File: src/rtl/alu_seq.sv
// Registered ALU with valid/ready input handshake, carry-chained add/subtract
// and a multi-cycle shift-add unsigned multiply.
module alu_seq #(
    parameter int unsigned WIDTH = 8
) (
    input  logic             i_clk,
    input  logic             i_rst_n,
    input  logic             i_valid,
    output logic             o_ready,
    input  logic             i_flush,
    input  logic [3:0]       i_opcode,
    input  logic [WIDTH-1:0] i_oper1,
    input  logic [WIDTH-1:0] i_oper2,
    output logic             o_valid,
    output logic [WIDTH-1:0] o_res,
    output logic [WIDTH-1:0] o_res_hi,
    output logic [2:0]       o_status
);

    localparam int unsigned CW = $clog2(WIDTH) + 1;

    localparam logic [0:0] ST_IDLE = 1'b0;
    localparam logic [0:0] ST_MUL  = 1'b1;

    localparam logic [3:0] OP_ZEROW = 4'd0;
    localparam logic [3:0] OP_BNOTW = 4'd1;
    localparam logic [3:0] OP_NEGTW = 4'd2;
    localparam logic [3:0] OP_INCRW = 4'd3;
    localparam logic [3:0] OP_DECRW = 4'd4;
    localparam logic [3:0] OP_ANDWP = 4'd5;
    localparam logic [3:0] OP_IORWP = 4'd6;
    localparam logic [3:0] OP_XORWP = 4'd7;
    localparam logic [3:0] OP_ADDWP = 4'd8;
    localparam logic [3:0] OP_SUBWP = 4'd9;
    localparam logic [3:0] OP_CMPWP = 4'd10;
    localparam logic [3:0] OP_SHFLW = 4'd11;
    localparam logic [3:0] OP_SHFRW = 4'd12;
    localparam logic [3:0] OP_ADCWP = 4'd13;
    localparam logic [3:0] OP_SBCWP = 4'd14;
    localparam logic [3:0] OP_MULWP = 4'd15;

    logic [0:0]         state_q, state_d;
    logic [2*WIDTH-1:0] mcand_q, mcand_d;
    logic [WIDTH-1:0]   mplier_q, mplier_d;
    logic [2*WIDTH-1:0] acc_q, acc_d;
    logic [CW-1:0]      cnt_q, cnt_d;
    logic [WIDTH-1:0]   res_q, res_d;
    logic [WIDTH-1:0]   res_hi_q, res_hi_d;
    logic [2:0]         status_q, status_d;
    logic               valid_q, valid_d;

    logic [WIDTH-1:0]   sc_res;
    logic               sc_c;
    logic [WIDTH:0]     ext_a, ext_b, ext_cin, wide;
    logic [2*WIDTH-1:0] acc_step;

    assign ext_a   = {1'b0, i_oper1};
    assign ext_b   = {1'b0, i_oper2};
    // Carry-in is the C flag of the last completed op.
    assign ext_cin = {{WIDTH{1'b0}}, status_q[2]};

    always_comb begin
        sc_res = '0;
        sc_c   = 1'b0;
        wide   = '0;
        case (i_opcode)
            OP_ZEROW: sc_res = '0;
            OP_BNOTW: sc_res = ~i_oper1;
            OP_NEGTW: sc_res = '0 - i_oper1;
            OP_INCRW: sc_res = i_oper1 + WIDTH'(1);
            OP_DECRW: sc_res = i_oper1 - WIDTH'(1);
            OP_ANDWP: sc_res = i_oper1 & i_oper2;
            OP_IORWP: sc_res = i_oper1 | i_oper2;
            OP_XORWP: sc_res = i_oper1 ^ i_oper2;
            OP_ADDWP: begin
                wide   = ext_a + ext_b;
                sc_res = wide[WIDTH-1:0];
                sc_c   = wide[WIDTH];
            end
            OP_SUBWP: begin
                wide   = ext_a - ext_b;
                sc_res = wide[WIDTH-1:0];
                sc_c   = wide[WIDTH];
            end
            OP_CMPWP: begin
                if ($signed(i_oper1) > $signed(i_oper2)) begin
                    sc_res = WIDTH'(1);
                end else if ($signed(i_oper1) < $signed(i_oper2)) begin
                    sc_res = '1;
                end else begin
                    sc_res = '0;
                end
            end
            OP_SHFLW: sc_res = (i_oper2 >= WIDTH'(WIDTH)) ? '0 : (i_oper1 << i_oper2);
            OP_SHFRW: sc_res = (i_oper2 >= WIDTH'(WIDTH)) ? '0 : (i_oper1 >> i_oper2);
            OP_ADCWP: begin
                wide   = ext_a + ext_b + ext_cin;
                sc_res = wide[WIDTH-1:0];
                sc_c   = wide[WIDTH];
            end
            OP_SBCWP: begin
                wide   = ext_a - ext_b - ext_cin;
                sc_res = wide[WIDTH-1:0];
                sc_c   = wide[WIDTH];
            end
            default: sc_res = '0;
        endcase
    end

    assign acc_step = acc_q + (mplier_q[0] ? mcand_q : '0);

    always_comb begin
        state_d  = state_q;
        mcand_d  = mcand_q;
        mplier_d = mplier_q;
        acc_d    = acc_q;
        cnt_d    = cnt_q;
        res_d    = res_q;
        res_hi_d = res_hi_q;
        status_d = status_q;
        valid_d  = 1'b0;
        case (state_q)
            ST_IDLE: begin
                if (i_valid) begin
                    if (i_opcode == OP_MULWP) begin
                        state_d  = ST_MUL;
                        mcand_d  = {{WIDTH{1'b0}}, i_oper1};
                        mplier_d = i_oper2;
                        acc_d    = '0;
                        cnt_d    = '0;
                    end else begin
                        res_d    = sc_res;
                        res_hi_d = '0;
                        status_d = {sc_c, sc_res[WIDTH-1], (sc_res == '0)};
                        valid_d  = 1'b1;
                    end
                end
            end
            ST_MUL: begin
                if (i_flush) begin
                    state_d = ST_IDLE;
                end else begin
                    acc_d    = acc_step;
                    mcand_d  = mcand_q << 1;
                    mplier_d = mplier_q >> 1;
                    cnt_d    = cnt_q + CW'(1);
                    if (cnt_q == CW'(WIDTH - 1)) begin
                        state_d  = ST_IDLE;
                        res_d    = acc_step[WIDTH-1:0];
                        res_hi_d = acc_step[2*WIDTH-1:WIDTH];
                        status_d = {(acc_step[2*WIDTH-1:WIDTH] != '0), acc_step[WIDTH-1],
                                    (acc_step[WIDTH-1:0] == '0)};
                        valid_d  = 1'b1;
                    end
                end
            end
            default: state_d = ST_IDLE;
        endcase
    end

    always_ff @(posedge i_clk or negedge i_rst_n) begin
        if (!i_rst_n) begin
            state_q  <= ST_IDLE;
            mcand_q  <= '0;
            mplier_q <= '0;
            acc_q    <= '0;
            cnt_q    <= '0;
            res_q    <= '0;
            res_hi_q <= '0;
            status_q <= '0;
            valid_q  <= 1'b0;
        end else begin
            state_q  <= state_d;
            mcand_q  <= mcand_d;
            mplier_q <= mplier_d;
            acc_q    <= acc_d;
            cnt_q    <= cnt_d;
            res_q    <= res_d;
            res_hi_q <= res_hi_d;
            status_q <= status_d;
            valid_q  <= valid_d;
        end
    end

    assign o_ready  = (state_q == ST_IDLE);
    assign o_valid  = valid_q;
    assign o_res    = res_q;
    assign o_res_hi = res_hi_q;
    assign o_status = status_q;

endmodule

File: config.mk
export PLATFORM = sky130hd
export DESIGN_NAME = alu_seq
export DESIGN_NICKNAME = d
export VERILOG_FILES = /design/src/rtl/alu_seq.sv
export SDC_FILE = /design/constraint.sdc
export NUM_CORES = 1
export LEC_CHECK = 0
export CAP_MARGIN = 0
export CORE_MARGIN = 4
export CORE_UTILIZATION = 41
export CTS_CLUSTER_DIAMETER = 40
export DETAILED_ROUTE_END_ITERATION = 12
export PLACE_DENSITY = 0.63
export SKIP_LAST_GASP = 1
export SLEW_MARGIN = 20
export SYNTH_ARGS = -nofsm -noshare
export SYNTH_HDL_FRONTEND = slang
export SYNTH_SLANG_ARGS = --single-unit
File: constraint.sdc
create_clock -name i_clk -period 6.15 [get_ports i_clk]
set_input_delay 0.615 -clock i_clk [delete_from_list [all_inputs] [get_ports i_clk]]
set_output_delay 0.615 -clock i_clk [all_outputs]
set_load 0.005 [all_outputs]
Word level (Yosys, flattened, before mapping). Cells that the tools add are included.

Word-level logic and storage cells: 102. Register bits: 65. Input bits: 24.

Order comparisons: 3. Shift-type cells: 2. Multiplexer cells: 48. Equality and inequality tests: 21. Bitwise gates (word level): 5. Reductions and logical operators: 5. $add $sub $neg: 9.

Operator list (number): $mux 8 (15); $mux 16 (7); $pmux 8 s14 (1); $pmux 16 s2 (2); $pmux 8 s2 (3); $eq 4x4->1 const B (8); $eq 4x3->1 const B (5); $add 16x16->16 (1); $logic_not 8->1 (2); $mux 3 (4); $mux 4 (3); $add 8x8->9 (1); $add 9x1->9 (1); $sub 8x8->9 (1); $sub 9x1->9 (1); $add 8x1->8 const B (1); $and 8x8->8 (1); $eq 4x2->1 const B (2); $ge 8x4->1 const B (1); $gt 8x8->1 (1); $lt 8x8->1 (1); $mux 1 (8); $not 8->8 (1); $or 8x8->8 (1); other kinds (17) (21).

Logic depth before layout (Yosys ltp).
Depth in word-level cells: 8. Mapped depth: 13.

Worst setup path after synthesis. No wires, ideal clock.

Path kind: input-to-reg. From: input i_oper1[0]. To: register status_q[2] (netlist: o_status[2]). Library setup time: 0.088 ns. Path slack: 2.510 ns. Arrival time: 3.552 ns. Stages on the path: 12. Path through: clkbuf_1 -> inv_1 -> ha_1 -> fa_1 -> o21bai_1 -> a21oi_1 -> or4_1 -> and3_1 -> nor4b_1 -> xor2_1 -> or4_1 -> a41oi_1.

Cells in the longest elaborated chain, start to end: 6. Elaborated cells on any way between the ends: 8. Classes of those cells: add/sub (4); mux (4).

RTL lines: from (decl) (RTL line 12) `input logic [WIDTH-1:0] i_oper1,`; $sub 8x8->9 / $add 8x8->9 (equally long branches); $sub 9x1->9 / $add 9x1->9 (equally long branches) (RTL line 102, 97); $pmux 1 s4 * (RTL line 66) `case (i_opcode)`; $mux 3 * (RTL line 125) `if (i_opcode == OP_MULWP) begin`; $mux 3 * (RTL line 124) `if (i_valid) begin`; $pmux 3 s2 * (RTL line 122) `case (state_q)`; to (signal assigned) (RTL line 180) `status_q <= status_d;`; to (decl) (RTL line 49) `logic [2:0] status_q, status_d;`.

Every way passes the cells marked *; elsewhere a longest branch is shown, timed or not. The select of a mux whose other input is x is not followed. A chain may end at the register's enable or synchronous reset.

Worst setup path in the final report.
From: input i_opcode[2]. To: register status_q[1] (netlist: o_status[1]).

Cells in the longest elaborated chain, start to end: 5. Elaborated cells on any way between the ends: 21. Classes of those cells: eq/ne (16); mux (4); reduce/logical (1).

RTL lines: from (decl) (RTL line 11) `input logic [3:0] i_opcode,`; $eq 4x4->1, or another cell as far along (RTL line 66); $pmux 8 s14 (RTL line 66); $mux 3 (RTL line 125); $mux 3 (RTL line 124); $pmux 3 s2 (RTL line 122).

Parallel ways exist; a longest one is shown, timed or not. The select of a mux whose other input is x is not followed.

==> impl_metrics.tcl <==
set metrics [dict create \
    final_util_pct 48.3 \
    synth_area_per_cell_um2 8.15 \
    final_hold_viol_count 0 \
    synth-simple-area-share_pct 23.9 \
    drt_pass1_iterations 6 \
    rsz0062_at_grt "false" \
    vias 6192 \
    cts_buffers 9 \
    cp.arrival_ps 4580 \
    gr-usage-all-layers_pct 22.0 \
    grt_antenna_before_repair 0 \
    setup_viol 0 \
    cts_root_buffer "clkbuf_16" \
    worst-endpoint-required_ps 6370 \
    timing.rr.end "o_status[2]" \
    port_buffers 44 \
    crit_start "i_opcode[2]" \
    remaining_drc_errors 0 \
    skew_ps 5.99 \
    layout.nets 898 \
    dpl_worst_slack_ps 1470 \
    drt_iter0_drc 632 \
    gp_congestion 0.961 \
    cts_hold_buffers 0 \
    rrSetupSlack_ps 2690 \
    grt_overflow 0 \
    syn2layout_area_growth_pct 14.2 \
    row_count 45 \
    synth-compound-area-share_pct 21.2 \
    leakagePower_nw 3.29 \
    netlist.area_leader.share_pct 24.6 \
    synth-adder-area-share_pct 11.0 \
    die_h_um 134 \
    whs_ps 451 \
    grt_max_degree 65 \
    netlist_top_cells_area "dfrtp_1 (25%), ha_1 (9.8%), nand2_1 (5.7%)" \
    p_per_area_mw_per_mm2 205 \
    period_share_pct 70.8 \
    clkTransAtPathRegs_ps 60 \
    synth_top_family_by_area "simple AND/OR/NAND/NOR gates" \
    layout-drive-gt1-share_pct 8.25 \
    cap_violations 0 \
    drt-vias-per-instance 5.98 \
    synthMuxAreaShare_pct 8.10 \
    htreeDepth 3 \
    post_cts.repair.setup_buffers 0 \
    yosysUniqueCellTypes 84 \
    grt_pass1_vias 5733 \
    worstMarginPinSlew_ps 899 \
    dp_cells 1019 \
    synth_area_leader_cell "dfrtp_1" \
    cts_tree "built" \
    syn_inst 798 \
    async_flop_share_pct 100 \
    fill_cells 1500 \
    r2r_cells 11 \
    io-pin-count 45 \
    max_freq_ghz 0.230 \
    crit_path_end_kind "register" \
    synth-xor-area-share_pct 6.20 \
    critPathMaxFanout 29 \
    yosysWarnings 0 \
    syn_area_mm2 0.00650 \
    core_region_area_mm2 0.0154 \
    synthesis.nets 877 \
    worstSetupPathType "in2reg" \
    vdd.ir_drop.worst_mv 0.134 \
    grt_pass1_wl_um 31700 \
    max-slew-margin-rel_pct 38.5 \
    clk_path_buf_depth 2 \
    seq_area_frac_synth_pct 24.6 \
    clkLatencyLatePin_ps 330 \
    postLayoutSetupSlackWorst_ps 1790 \
    routed_wl_um 19800 \
    maxSlewViolCount 0 \
    finalSetupTns_ps 0 \
    yosysMostFrequentCell "nand2_1" \
    r2r_start "mplier_q[0]" \
    start_kind "primary input" \
    drt-wirelength-per-cell_um 19.2 \
    cts_resized 0 \
    initial_core_util_pct 42.3 \
    die_w_um 134 \
    status "finished clean" \
    stdcell_count 1035 \
    diodes 0 \
    hold_path.class "in2async" \
    ant_nets 0 \
    yosys_register_bits 64 \
    cts_sinks 64 \
    synthFlopType "dfrtp_1" \
    synth_edf_count 0 \
    period_minus_slack_ps 4360 \
    synth_common_cells "nand2_1 (98), dfrtp_1 (64), o21ai_0 (63), ha_1 (51), nor2_1 (47)" \
    place_hpwl_um 15000 \
    die_area_mm2 0.0179 \
]
==> routing by layer <==
layer  vias to the layer above  part of all wire (%)  track usage (%)
met2                       281                    44             33.5
met3                        34                   8.0             4.80
met5                         -                     0                0
met4                         0                   1.9             5.66
met1                      2907                    46             31.6
li1                       2970                     -                -
==> how the worst max path moves through the flow <==
stage | end | slack (ps) | depth (start not counted)
2_1_floorplan | o_status[2] | 2510 | 12
3_3_place_gp | o_status[1] | 1430 | 13
3_5_place_dp | o_status[1] | 1470 | 13
4_1_cts | o_status[1] | 1810 | 13
5_1_grt | o_status[1] | 1590 | 13
6_report | o_status[1] | 1790 | 13
==> power breakdown <==
part	switching [mW]	internal [mW]
combinational	0.284	0.204
sequential	0.0418	0.470
clock	0.196	0.326
==> cells in the final DEF (no fill, tap or decap), types with 6 or more instances in the layout <==
| cell type | n |
|---|---|
| a211oi_1 | 12 |
| a21o_1 | 7 |
| a21oi_1 | 37 |
| and2_1 | 17 |
| and3_1 | 7 |
| buf_4 | 15 |
| clkbuf_16 | 9 |
| clkdlybuf4s50_1 | 43 |
| dfrtp_1 | 64 |
| ha_1 | 51 |
| inv_1 | 27 |
| mux2_2 | 9 |
| mux2i_1 | 29 |
| mux4_2 | 6 |
| nand2_1 | 98 |
| nand2b_1 | 13 |
| nand3_1 | 25 |
| nand4_1 | 10 |
| nor2_1 | 46 |
| nor2b_1 | 10 |
| nor3_1 | 29 |
| nor4_1 | 11 |
| o211ai_1 | 7 |
| o21ai_0 | 63 |
| o22ai_1 | 7 |
| or3_1 | 6 |
| or4_1 | 11 |
| xnor2_1 | 24 |
| xor2_1 | 15 |
==> layout make-up <==
| class | instances | area, um^2 | area share [%] |
|---|---|---|---|
| clock buffer | 10 | 239 | 3.22 |
| clock inverter | 6 | 67.6 | 0.910 |
| tap | 211 | 264 | 3.56 |
| sequential | 64 | 1600 | 21.6 |
| inverter | 30 | 113 | 1.52 |
| timing repair buffer | 59 | 548 | 7.38 |
| multi-input combinational | 655 | 4590 | 61.8 |
==> stage by stage <==
| stage | power (mW) | area, um^2 |
|---|---|---|
| 2_1_floorplan | 0.830 | 6500 |
| 3_3_place_gp | 0.995 | 7120 |
| 3_5_place_dp | 1.00 | 7120 |
| 4_1_cts | 1.53 | 7420 |
| 5_1_grt | 1.61 | 7420 |
| 6_report | 1.52 | 7420 |
==> critical path, stage by stage <==
cell             delay [ps]
clkdlybuf4s50_1         450
buf_4                   300
or3b_2                  550
nor2_1                  510
ha_1                    370
a211oi_1                250
o21bai_1                100
a21oi_1                 260
o21ai_0                 170
xnor2_1                 220
mux2i_1                 300
nand4_1                 200
o221a_1                 270
==> cell families (layout without fill, tap and decap cells) <==
group | after synthesis | in the layout
simple gates | 308 | 308
xor+xnor | 42 | 42
fa+ha+maj | 55 | 55
mux | 44 | 44
buf+inv | 79 | 105
flops | 64 | 64
compound gates | 206 | 206
==> state kept, by name, summed over array words and instances (netlist names) <==
signal    count
state_q       1
cnt_q         4
o_res         7
mplier_q      8
o_status      3
acc_q        16
mcand_q      16
o_res_hi      8
o_valid       1
(Power assumes the default switching activity.)
